--- config.mk ---
export PLATFORM = sky130hd
export DESIGN_NAME = register_file_sb
export DESIGN_NICKNAME = d
export VERILOG_FILES = /design/src/rtl/regfile_pkg.sv /design/src/rtl/regfile_clear_seq.sv /design/src/rtl/register_file_sb.sv
export SDC_FILE = /design/constraint.sdc
export NUM_CORES = 1
export LEC_CHECK = 0
export BUFFER_PORTS_ARGS = -buffer_cell sky130_fd_sc_hd__buf_4
export CORE_MARGIN = 3
export CORE_UTILIZATION = 50
export DETAILED_ROUTE_END_ITERATION = 8
export PLACE_DENSITY = 0.75
export SYNTH_ARGS = -nofsm -noshare
export SYNTH_HDL_FRONTEND = slang
export SYNTH_SLANG_ARGS = --single-unit
--- constraint.sdc ---
create_clock -name clk -period 3.3 [get_ports clk]
set_input_delay 0.825 -clock clk [delete_from_list [all_inputs] [get_ports clk]]
set_output_delay 0.825 -clock clk [all_outputs]
set_load 0.01 [all_outputs]
--- src/rtl/regfile_pkg.sv ---
// Shared types and constants for the register_file_sb block.
// Holds the clear-sequencer state encoding, the default geometry and a
// width helper that is safe to use for very small register counts.
package regfile_pkg;

  localparam int DEFAULT_DATA_W   = 16;
  localparam int DEFAULT_NUM_REGS = 16;

  // Bulk-clear sequencer states.
  typedef enum logic [1:0] {
    IDLE  = 2'd0,
    CLEAR = 2'd1,
    DONE  = 2'd2
  } clr_state_t;

  // Address width for n entries. Never returns less than one bit.
  function automatic int clog2_safe(input int n);
    return (n <= 2) ? 1 : $clog2(n);
  endfunction

endpackage

--- src/rtl/regfile_clear_seq.sv ---
// Bulk-clear sequencer for register_file_sb.
// It walks the register index from 0 to NUM_REGS-1, zeroing one register per
// cycle, and then pulses clr_done for one cycle. clr_req is only accepted in
// IDLE. A request that arrives while a clear is in progress is dropped.
module regfile_clear_seq
  import regfile_pkg::*;
#(
  parameter  int NUM_REGS = DEFAULT_NUM_REGS,
  localparam int ADDR_W   = clog2_safe(NUM_REGS)
) (
  input  logic              clk,
  input  logic              reset,
  input  logic              clr_req,
  output logic              clr_busy,
  output logic              clr_done,
  output logic              clr_we,
  output logic [ADDR_W-1:0] clr_addr
);

  localparam logic [ADDR_W-1:0] LAST_IDX = ADDR_W'(NUM_REGS - 1);

  clr_state_t        state;
  logic [ADDR_W-1:0] count;

  // The storage write port is driven directly from the state and counter flops.
  assign clr_we   = (state == CLEAR);
  assign clr_addr = count;

  // Clear FSM. The busy and done flags are registered alongside the state.
  always_ff @(posedge clk or negedge reset) begin
    if (!reset) begin
      state    <= IDLE;
      count    <= '0;
      clr_busy <= 1'b0;
      clr_done <= 1'b0;
    end else begin
      case (state)
        IDLE: begin
          if (clr_req) begin
            state    <= CLEAR;
            count    <= '0;
            clr_busy <= 1'b1;
          end
        end
        CLEAR: begin
          // The exit is taken at the last index, so the counter never wraps.
          if (count == LAST_IDX) begin
            state    <= DONE;
            clr_done <= 1'b1;
          end else begin
            count <= count + 1'b1;
          end
        end
        DONE: begin
          state    <= IDLE;
          clr_busy <= 1'b0;
          clr_done <= 1'b0;
        end
        default: begin
          state    <= IDLE;
          clr_busy <= 1'b0;
          clr_done <= 1'b0;
        end
      endcase
    end
  end

endmodule

--- src/rtl/register_file_sb.sv ---
// Parametrised register file with a pending-write scoreboard and a bulk clear.
// - Reads are combinational on NUM_RD independent ports.
// - rd_ready drops while the addressed register has an outstanding producer,
//   and for the whole duration of a clear.
// Optional macro REGFILE_BYPASS_EN forwards a same-cycle write to matching
// read ports. When the macro is not defined, reads see the stored value until
// the write edge.
module register_file_sb
  import regfile_pkg::*;
#(
  parameter  int DATA_W   = DEFAULT_DATA_W,
  parameter  int NUM_REGS = DEFAULT_NUM_REGS,
  parameter  int NUM_RD   = 2,
  localparam int ADDR_W   = clog2_safe(NUM_REGS)
) (
  input  logic                     clk,
  input  logic                     reset,
  input  logic                     wr_en,
  input  logic [ADDR_W-1:0]        wr_addr,
  input  logic [DATA_W-1:0]        wr_data,
  input  logic [NUM_RD*ADDR_W-1:0] rd_addr,
  output logic [NUM_RD*DATA_W-1:0] rd_data,
  output logic [NUM_RD-1:0]        rd_ready,
  input  logic                     sb_set,
  input  logic [ADDR_W-1:0]        sb_addr,
  input  logic                     clr_req,
  output logic                     clr_busy,
  output logic                     clr_done
);

  logic [DATA_W-1:0]   regs [NUM_REGS];
  logic [NUM_REGS-1:0] busy;
  logic                idle;
  logic                clr_we;
  logic [ADDR_W-1:0]   clr_addr;

  regfile_clear_seq #(
    .NUM_REGS (NUM_REGS)
  ) u_clear_seq (
    .clk      (clk),
    .reset    (reset),
    .clr_req  (clr_req),
    .clr_busy (clr_busy),
    .clr_done (clr_done),
    .clr_we   (clr_we),
    .clr_addr (clr_addr)
  );

  // clr_busy is high exactly when the sequencer is outside IDLE.
  assign idle = !clr_busy;

  // Storage: the clear sequencer has priority, and normal writes are only accepted in IDLE.
  always_ff @(posedge clk or negedge reset) begin
    if (!reset) begin
      // NOTE: the array is reset explicitly because every register must read 0 after reset; this keeps it in flops rather than RAM.
      for (int i = 0; i < NUM_REGS; i++) regs[i] <= '0;
    end else if (clr_we) begin
      regs[clr_addr] <= '0;
    end else if (idle && wr_en) begin
      regs[wr_addr] <= wr_data;
    end
  end

  // Scoreboard: a write retires its register, sb_set issues a new producer, and starting a clear wipes every bit.
  always_ff @(posedge clk or negedge reset) begin
    if (!reset) begin
      busy <= '0;
    end else if (idle) begin
      if (clr_req) begin
        busy <= '0;
      end else begin
        if (wr_en) busy[wr_addr] <= 1'b0;
        // NOTE: with non-blocking assignments the later one wins, so set beats clear on the same address.
        if (sb_set) busy[sb_addr] <= 1'b1;
      end
    end
  end

  for (genvar g = 0; g < NUM_RD; g++) begin : g_rd
    logic [ADDR_W-1:0] idx;
    logic [DATA_W-1:0] port_data;
    logic              port_ready;

    assign idx = rd_addr[g*ADDR_W +: ADDR_W];

    // Read mux for one port, with optional write-to-read forwarding.
    always_comb begin
      // NOTE: both outputs get a value on every path first, so no latch can be inferred.
      port_data  = regs[idx];
      port_ready = !busy[idx] && idle;
`ifdef REGFILE_BYPASS_EN
      if (idle && wr_en && (idx == wr_addr)) begin
        port_data  = wr_data;
        port_ready = 1'b1;
      end
`endif
    end

    assign rd_data[g*DATA_W +: DATA_W] = port_data;
    assign rd_ready[g]                 = port_ready;
  end

endmodule

==> reports/qor.yml, run 1 <==
end_kind: "primary output"
grt_max_degree: 107
postRouteAntennaNets: 0
drc: 0
crit_buf_inv: 3
layout_common_cells: "280 x dfrtp_1, 259 x a22o_1, 136 x mux4_2"
ios: 73
async_flop_share_pct: 100
yosys.area.top_type: "dfrtp_1"
cp_num_cells: 6
gp_congestion: 0.853
synthSimpleGateAreaFrac_pct: 5.32
synthAdderAreaFrac_pct: 0.334
setup_tns_ns: 0
grt_antenna_before_repair: 2
dieHeight_um: 179
synthToLayoutAreaGrowth_pct: 12.7
chipWidth_um: 179
start_util_pct: 51.5
cp_max_fo: 10
gr-usage-all-layers_pct: 29.6
hold_path.class: "in -> async"
grt_pass1_vias: 11512
ctsHoldBuffers: 0
status: "complete, no violations"
synth_top_area_share_pct: 46.7
cts.htree.levels: 1
clock-root-buffer: "clkbuf_16"
crit_top_cell: "buf_4"
syn_area_per_cell_um2: 14.1
drt_iter0_drc: 1729
synth_ff_type: "dfrtp_1"
grt_overflow_total: 0
dr.pass1.iters: 5
r2r-start: "u_clear_seq.state[0]$_DFFE_PN0P_"
vias: 11317
post_drt_via_cell_ratio: 7.59
path_clk_slew_ns: 0.07
ff2ff_path_depth: 5
fin_crit_sh_pct: 99.1
maxSlewHeadroom_pct: 14.7
critical-path-top-delay-family: "buffers and inverters"
rsz0062_at_grt: "false"
power.density_nw_per_um2: 646
cp-startpoint: "rd_addr[0]"
synth-edff-count: 0
vdd_ir_drop_max_mv: 0.328
drive_above_1_share_pct: 31.7
cts_buffers: 29
drv_slew: 0
hold_viol: 0
synth_top_family_by_area: "compound AO/OA/AOI/OAI gates"
path_cells: "buf_4 -> buf_4 -> mux4_2 -> a22oi_1 -> nand2_1 -> buf_4"
synthCells: 1061
core_area_um2: 29100
p_leak_nw: 7.53
cts_tree: "done"
required_ns: 2.47
worstMarginPinSlew_ns: 1.28
synth_compound_area_share_pct: 22.5
ys_seq_elements: 280
power.total_mw: 10.9
dieArea_um2: 32100
final_common_cell: "dfrtp_1"
synth_area_um2: 15000
dpl.hpwl_um: 27500
fin_skew_ns: 0.0103
finalSetupViolations: 0
critPathLaunchType: "input pin"
cpMaxStageDelayCell: "mux4_2"
synth_cell_types: 38
syn_nets: 1102
num_rows: 62
fin_nets: 1125
slowest_delay_ns: 0.53
port-buffer-count: 72
critPathKind: "in -> out"
max-cap-violations: 0
synth_area_leaders: "dfrtp_1 47%, mux4_2 20%, a22o_1 15%, a22oi_1 3.2%, nor4_4 2.3%"
clock_latency_ns: 0.56
drt-total-wl_um: 46800
cts_buffer_depth: 3
seq_area_frac_synth_pct: 46.7
fmax_mhz: 306
period_minus_slack_ns: 3.27
ys_warn_count: 0
synth_xor_area_share_pct: 0
worstPathArrival_ns: 2.44
synth_mux_area_share_pct: 20.4
grt_pass1_wl_um: 71000
cts_setup_buffers: 0
clock-sinks: 280
post_drt_wl_per_cell_um: 31.4
## through the flow
step	instances	util, %	worst slack, ns	hold WS (ns)	cell area [µm²]
2_1_floorplan	1061	-	0.114	0.467	15000
3_3_place_gp	1437	54.6	0.0124	0.472	15900
3_5_place_dp	1437	54.6	0.0235	0.493	15900
4_1_cts	1489	58.0	0.0222	0.102	16900
5_1_grt	1490	58.1	0.00842	0.102	16900
6_report	1491	58.1	0.0304	0.102	16900
## kinds of logic (layout without fill, tap and decap cells)
kind of cell / after synthesis / count (layout)
compound gates: 398 / 398
fa+ha+maj: 4 / 4
buf+inv: 133 / 177
flops: 280 / 280
mux: 136 / 136
other cells: 0 / 2
simple gates: 110 / 110
## path summary, 6_finish.rpt
path                                                     to  slack, ns
setup / recovery                                 rd_data[0]       0.03
hold / removal                         regs[64]$_DFFE_PN0P_       0.10
setup reg to reg                      regs[121]$_DFFE_PN0P_       0.68
hold reg to reg            u_clear_seq.clr_done$_DFFE_PN0P_       0.51
max in group asynchronous              regs[22]$_DFFE_PN0P_       2.37
min in group clk           u_clear_seq.clr_done$_DFFE_PN0P_       0.51
## cells in the mapped netlist, types with 9 or more instances
library cell	n
clkbuf_1	54
nor2b_1	9
buf_1	21
a21oi_1	21
buf_2	28
nor4_4	16
a31oi_4	10
dfrtp_1	280
buf_6	15
mux4_2	136
buf_4	10
a22o_1	259
nand2_1	49
o21ai_0	19
a21o_1	17
a22oi_1	64
## cell type report
cell class	count	area (µm²)
repair buffers	121	1060
diodes	2	5.00
inverters	4	15.0
flip-flops and latches	280	7010
fillers	2194	12200
multi-input cells	648	7330
clock buffers	40	857
clock inverters	12	141
well taps	384	480
## state kept, by name (all words and copies together), names as in the netlist
signal / flops
u_clear_seq.state: 2
u_clear_seq.clr_busy: 1
regs: 256
u_clear_seq.clr_addr: 4
u_clear_seq.clr_done: 1
busy: 16
## layer usage
| metal | up-vias | routed length, µm | GRT usage [%] |
|---|---|---|---|
| li1 | 4378 | - | - |
| met1 | 5951 | 17500 | 39.5 |
| met2 | 812 | 22000 | 45.8 |
| met3 | 174 | 5010 | 7.37 |
| met4 | 2 | 2300 | 14.0 |
| met5 | - | 11 | 0 |
## what timing repair did
| action | in CTS | in global routing |
|---|---|---|
| endpoints found under the setup margin | 0 | 11 |
| endpoints found under the hold margin | 0 | 0 |
| resized for setup | 0 | 5 |
## where the power goes
part           internal (mW)  switching (mW)  leakage, nW
registers               4.01           0.554         3.84
logic                   1.30            1.65         3.19
clock network           2.04            1.38        0.499
Power figures use the tool's default switching activity.
==> run 2, diff against run 1 <==
Settings changed: GPL_TIMING_DRIVEN from default to 0.
==> run 2 against run 1 <==
Clock skew down 0.0014 ns. Total power up 3.0%. Final area grew 2.5%. Core utilization increased by 1.4 points. Combinational power rose by 8.5%. Non-clock buffer count is 71 higher. Sequential share of layout area decreased by 1.0 points. Clock power increased by 4%. Via count is 4.6% higher. Worst setup slack worse by 0.0015 ns. Sequential power decreased by 1%.
==> reports/qor.yml, run 2 (same netlist as run 1, synthesis figures left out) <==
diodes: 0
chipWidth_um: 179
core_area_um2: 29100
ios: 73
gp_congestion: 0.934
path_clk_slew_ns: 0.06
end_kind: "primary output"
fin_nets: 1197
critPathLaunchType: "input pin"
grt_pass1_wl_um: 74200
finalNonFillerCells: 1561
fmax_mhz: 306
cts_buffers: 30
gr-usage-all-layers_pct: 31.0
power.density_nw_per_um2: 650
required_ns: 2.47
dieHeight_um: 179
grt_max_degree: 129
finalSetupViolations: 0
grt_antenna_before_repair: 0
critPathKind: "in -> out"
p_switching_mw: 3.69
drt-total-wl_um: 49200
p_clk_share_pct: 31.5
synthToLayoutAreaGrowth_pct: 15.5
dp_cells: 1498
dpl.hpwl_um: 33500
vias: 11838
hold_path.class: "in -> async"
status: "complete, no violations"
maxSlewHeadroom_pct: 37.3
p_int_mw: 7.56
top_register: "regs"
grt_overflow_total: 0
postRouteAntennaNets: 0
port-buffer-count: 51
cts_tree: "done"
cp_max_fo: 10
p_leak_nw: 7.70
drc: 0
ctsHoldBuffers: 0
final_common_cell: "dfrtp_1"
worstPathArrival_ns: 2.45
vdd_ir_drop_max_mv: 0.332
post_drt_wl_per_cell_um: 31.5
drive_above_1_share_pct: 31.6
power.total_mw: 11.3
post_drt_via_cell_ratio: 7.58
clock_latency_ns: 0.56
num_rows: 62
cts_buffer_depth: 3
fin_crit_sh_pct: 99.1
max-cap-violations: 0
switching_share_pct: 32.8
nFillCells: 2176
drv_slew: 0
clock-root-buffer: "clkbuf_16"
fin_skew_ns: 0.00891
postPlaceCellArea_um2: 15900
largest_reg_flops: 256
drt_iter0_drc: 2182
final_util_pct: 59.5
worstMarginPinSlew_ns: 0.937
rsz0062_at_grt: "false"
start_util_pct: 51.5
dieArea_um2: 32100
power_frac_comb_pct: 28.5
dr.pass1.iters: 8
stdcell_area_um2: 17300
preCtsSetupSlack_ns: -0.778
grt_pass1_vias: 11854
hold_viol: 0
clock-sinks: 280
layout_common_cells: "280 x dfrtp_1, 259 x a22o_1, 136 x mux4_2"
cts.htree.levels: 1
period_minus_slack_ns: 3.27
fin_ws_ns: 0.0289
p_seq_share_pct: 40.1
==> run 2: changes by cell type in the layout (fill, tap and decap cells not counted), sizes merged <==
cell / before / now
buf: 121 / 140
clkinv: 7 / 2
bufinv: 3 / 2
clkinvlp: 1 / 0
clkbuf: 40 / 101
inv: 5 / 4
diode: 2 / 0
==> run 2: layer usage <==
metal / up-vias / wire [µm] / global-route usage, % / part of all wire (%)
met4: 0 / 2740 / 14.3 / 5.6
met3: 218 / 6410 / 7.92 / 13
met1: 6077 / 18200 / 43.0 / 37
met2: 1018 / 21800 / 46.3 / 44
li1: 4525 / - / - / -
met5: - / 0 / 0 / 0
==> run 2: critical path, cell delays in order <==
cell and delay (ns):
clkbuf_2 0.19, buf_6 0.23, clkbuf_4 0.29, mux4_2 0.44, a22oi_1 0.18, nand2_1 0.10
buf_4 0.16
==> run 2: area by class of cell <==
type                       count  area (µm²)  share of cell area [%]
tap                          384         480                    2.77
multi-input combinational    648        7350                    42.4
buffer                       129         897                    5.18
timing repair buffer          63         538                    3.11
clock buffer                  49         963                    5.56
clock inverter                 4        70.1                   0.405
sequential                   280        7010                    40.5
inverter                       4        15.0                  0.0867
==> run 2: worst paths after layout <==
check                      depth (start not counted)                              from                               end  slack (ns)
max                                                7                        rd_addr[5]                       rd_data[21]        0.03
min                                                1                             reset             regs[240]$_DFFE_PN0P_        0.19
max reg2reg                                        6  u_clear_seq.clr_busy$_DFFE_PN0P_             regs[166]$_DFFE_PN0P_        0.76
min reg2reg                                        1  u_clear_seq.clr_done$_DFFE_PN0P_  u_clear_seq.clr_done$_DFFE_PN0P_        0.51
max in group asynchronous                          2                             reset              regs[41]$_DFFE_PN0P_        2.11
min in group clk                                   1  u_clear_seq.clr_done$_DFFE_PN0P_  u_clear_seq.clr_done$_DFFE_PN0P_        0.51
==> run 2: power groups by stage <==
stage	sequential (mW)	clock (mW)	combinational (mW)
2_1_floorplan	4.37	0	2.21
3_3_place_gp	4.48	0	2.99
3_5_place_dp	4.52	0	3.07
4_1_cts	4.48	3.54	3.12
5_1_grt	4.56	3.67	3.38
6_report	4.51	3.54	3.20
==> run 2: metrics by stage <==
stage / setup TNS [ns] / hold WS, ns
6_report: 0 / 0.188
5_1_grt: 0 / 0.221
4_1_cts: 0 / 0.205
3_5_place_dp: -22.71 / 0.498
3_3_place_gp: -276.82 / 0.478
2_1_floorplan: 0 / 0.467
==> run 2: what timing repair did <==
action,4_1_cts,5_1_grt
buffers inserted,3,6
pin swaps,2,1
gates resized for setup,75,29
gates cloned,0,1
endpoints found under the setup margin,34,26
==> run 3, diff against run 2 <==
Settings changed: RECOVER_POWER from default to 50.
==> run 3 against run 2 <==
Worst hold slack improved by 0.32 ns. Final cell count unchanged. Global-route usage did not move. Critical path type unchanged. Highest routed layer unchanged.
==> reports/qor.yml, run 3 (same netlist as run 1, synthesis figures left out) <==
status: "complete, no violations"
power.density_nw_per_um2: 651
hold_end: "u_clear_seq.clr_done$_DFFE_PN0P_"
reg2reg_setup_slack_ns: 0.75
final_util_pct: 59.4
top_register: "regs"
num_rows: 62
gp_congestion: 0.934
fin_ws_ns: 0.0270
worstPathArrival_ns: 2.45
post_drt_via_cell_ratio: 7.57
grt_overflow_total: 0
clock_latency_ns: 0.56
grt_max_degree: 129
stdcell_area_um2: 17300
nFillCells: 2185
port-buffer-count: 51
core_area_um2: 29100
holdPathStages: 1
fin_crit_sh_pct: 99.2
drt-total-wl_um: 49200
dieHeight_um: 179
hold_path.class: "reg -> reg"
dp_cells: 1498
critPathKind: "in -> out"
synthToLayoutAreaGrowth_pct: 15.2
gr-usage-all-layers_pct: 31.0
largest_reg_flops: 256
ios: 73
cts_buffers: 30
preCtsSetupSlack_ns: -0.778
worstReg2RegEnd: "regs[166]$_DFFE_PN0P_"
max-cap-violations: 0
dr.pass1.iters: 6
rsz0062_at_grt: "false"
fmax_mhz: 306
whs_ns: 0.506
chipWidth_um: 179
drt_iter0_drc: 2176
dpl.hpwl_um: 33500
setup_tns_ns: 0
critPathLaunchType: "input pin"
post_drt_wl_per_cell_um: 31.5
final_common_cell: "dfrtp_1"
postRouteAntennaNets: 0
cts_tree: "done"
finalSetupViolations: 0
finalNonFillerCells: 1561
period_minus_slack_ns: 3.27
hold_start: "u_clear_seq.clr_done$_DFFE_PN0P_"
layout_common_cells: "280 x dfrtp_1, 259 x a22o_1, 136 x mux4_2"
ff2ff_path_depth: 6
dieArea_um2: 32100
power.total_mw: 11.3
hold_viol: 0
start_util_pct: 51.5
ctsHoldBuffers: 0
cts.htree.levels: 1
vias: 11822
maxSlewHeadroom_pct: 4.02
path_clk_slew_ns: 0.06
grt_antenna_before_repair: 0
fin_skew_ns: 0.0102
end_kind: "primary output"
clock-sinks: 280
r2r-start: "u_clear_seq.clr_busy$_DFFE_PN0P_"
drv_slew: 0
cp_max_fo: 10
p_leak_nw: 7.68
diodes: 0
worstMarginPinSlew_ns: 1.44
postPlaceCellArea_um2: 15900
required_ns: 2.47
drc: 0
fin_nets: 1197
drive_above_1_share_pct: 31.4
clock-root-buffer: "clkbuf_16"
vdd_ir_drop_max_mv: 0.330
cts_buffer_depth: 3
grt_pass1_wl_um: 74200
grt_pass1_vias: 11854
[run 3: cell types whose count changed in the layout (fill, tap and decap cells not counted)]
cell	previous run	this run
buf_6	23	24
buf_16	2	0
buf_4	75	74
clkbuf_4	4	5
clkbuf_1	38	40
and2_1	3	2
and2_0	0	1
buf_2	12	11
clkbuf_2	15	16
buf_8	4	3
[run 3: layout make-up]
cell class	instances	area, µm²	area share, %
timing repair buffer	63	488	2.83
inverter	4	15.0	0.0869
sequential	280	7010	40.6
multi-input combinational	648	7350	42.6
clock buffer	49	963	5.58
clock inverter	4	70.1	0.406
tap	384	480	2.78
buffer	129	896	5.19
[run 3: worst max path at each step]
stage | from | end | cells past startpoint
3_5_place_dp | rd_addr[1] | rd_data[14] | 7
6_report | rd_addr[5] | rd_data[21] | 7
3_3_place_gp | reset | regs[43]$_DFFE_PN0P_ | 1
5_1_grt | rd_addr[5] | rd_data[19] | 7
4_1_cts | rd_addr[4] | rd_data[17] | 7
2_1_floorplan | rd_addr[0] | rd_data[10] | 6
[run 3: per-layer routing]
layer,wire [µm],part of all wire (%),vias up,global-route usage [%]
li1,-,-,4525,-
met1,18400,37,6075,43.0
met2,21900,45,1005,46.3
met3,6130,12,217,7.92
met4,2750,5.6,0,14.3
met5,0,0,-,0
[run 3: report_power, final]
group	internal, mW	switching, mW
combinational	1.42	1.77
clock	2.13	1.42
sequential	4.01	0.506
total	7.56	3.69
[run 3: what timing repair did]
item / in CTS / in global routing
setup endpoints to repair: 34 / 26
buffers inserted: 3 / 6
pin swaps: 2 / 1
resized for setup: 75 / 29
cloned: 0 / 1
[run 3: critical path, cell delays in order]
cell and delay [ns]:
clkbuf_2 0.19, buf_6 0.23, clkbuf_4 0.29, mux4_2 0.45, a22oi_1 0.18, nand2_1 0.10
buf_4 0.16
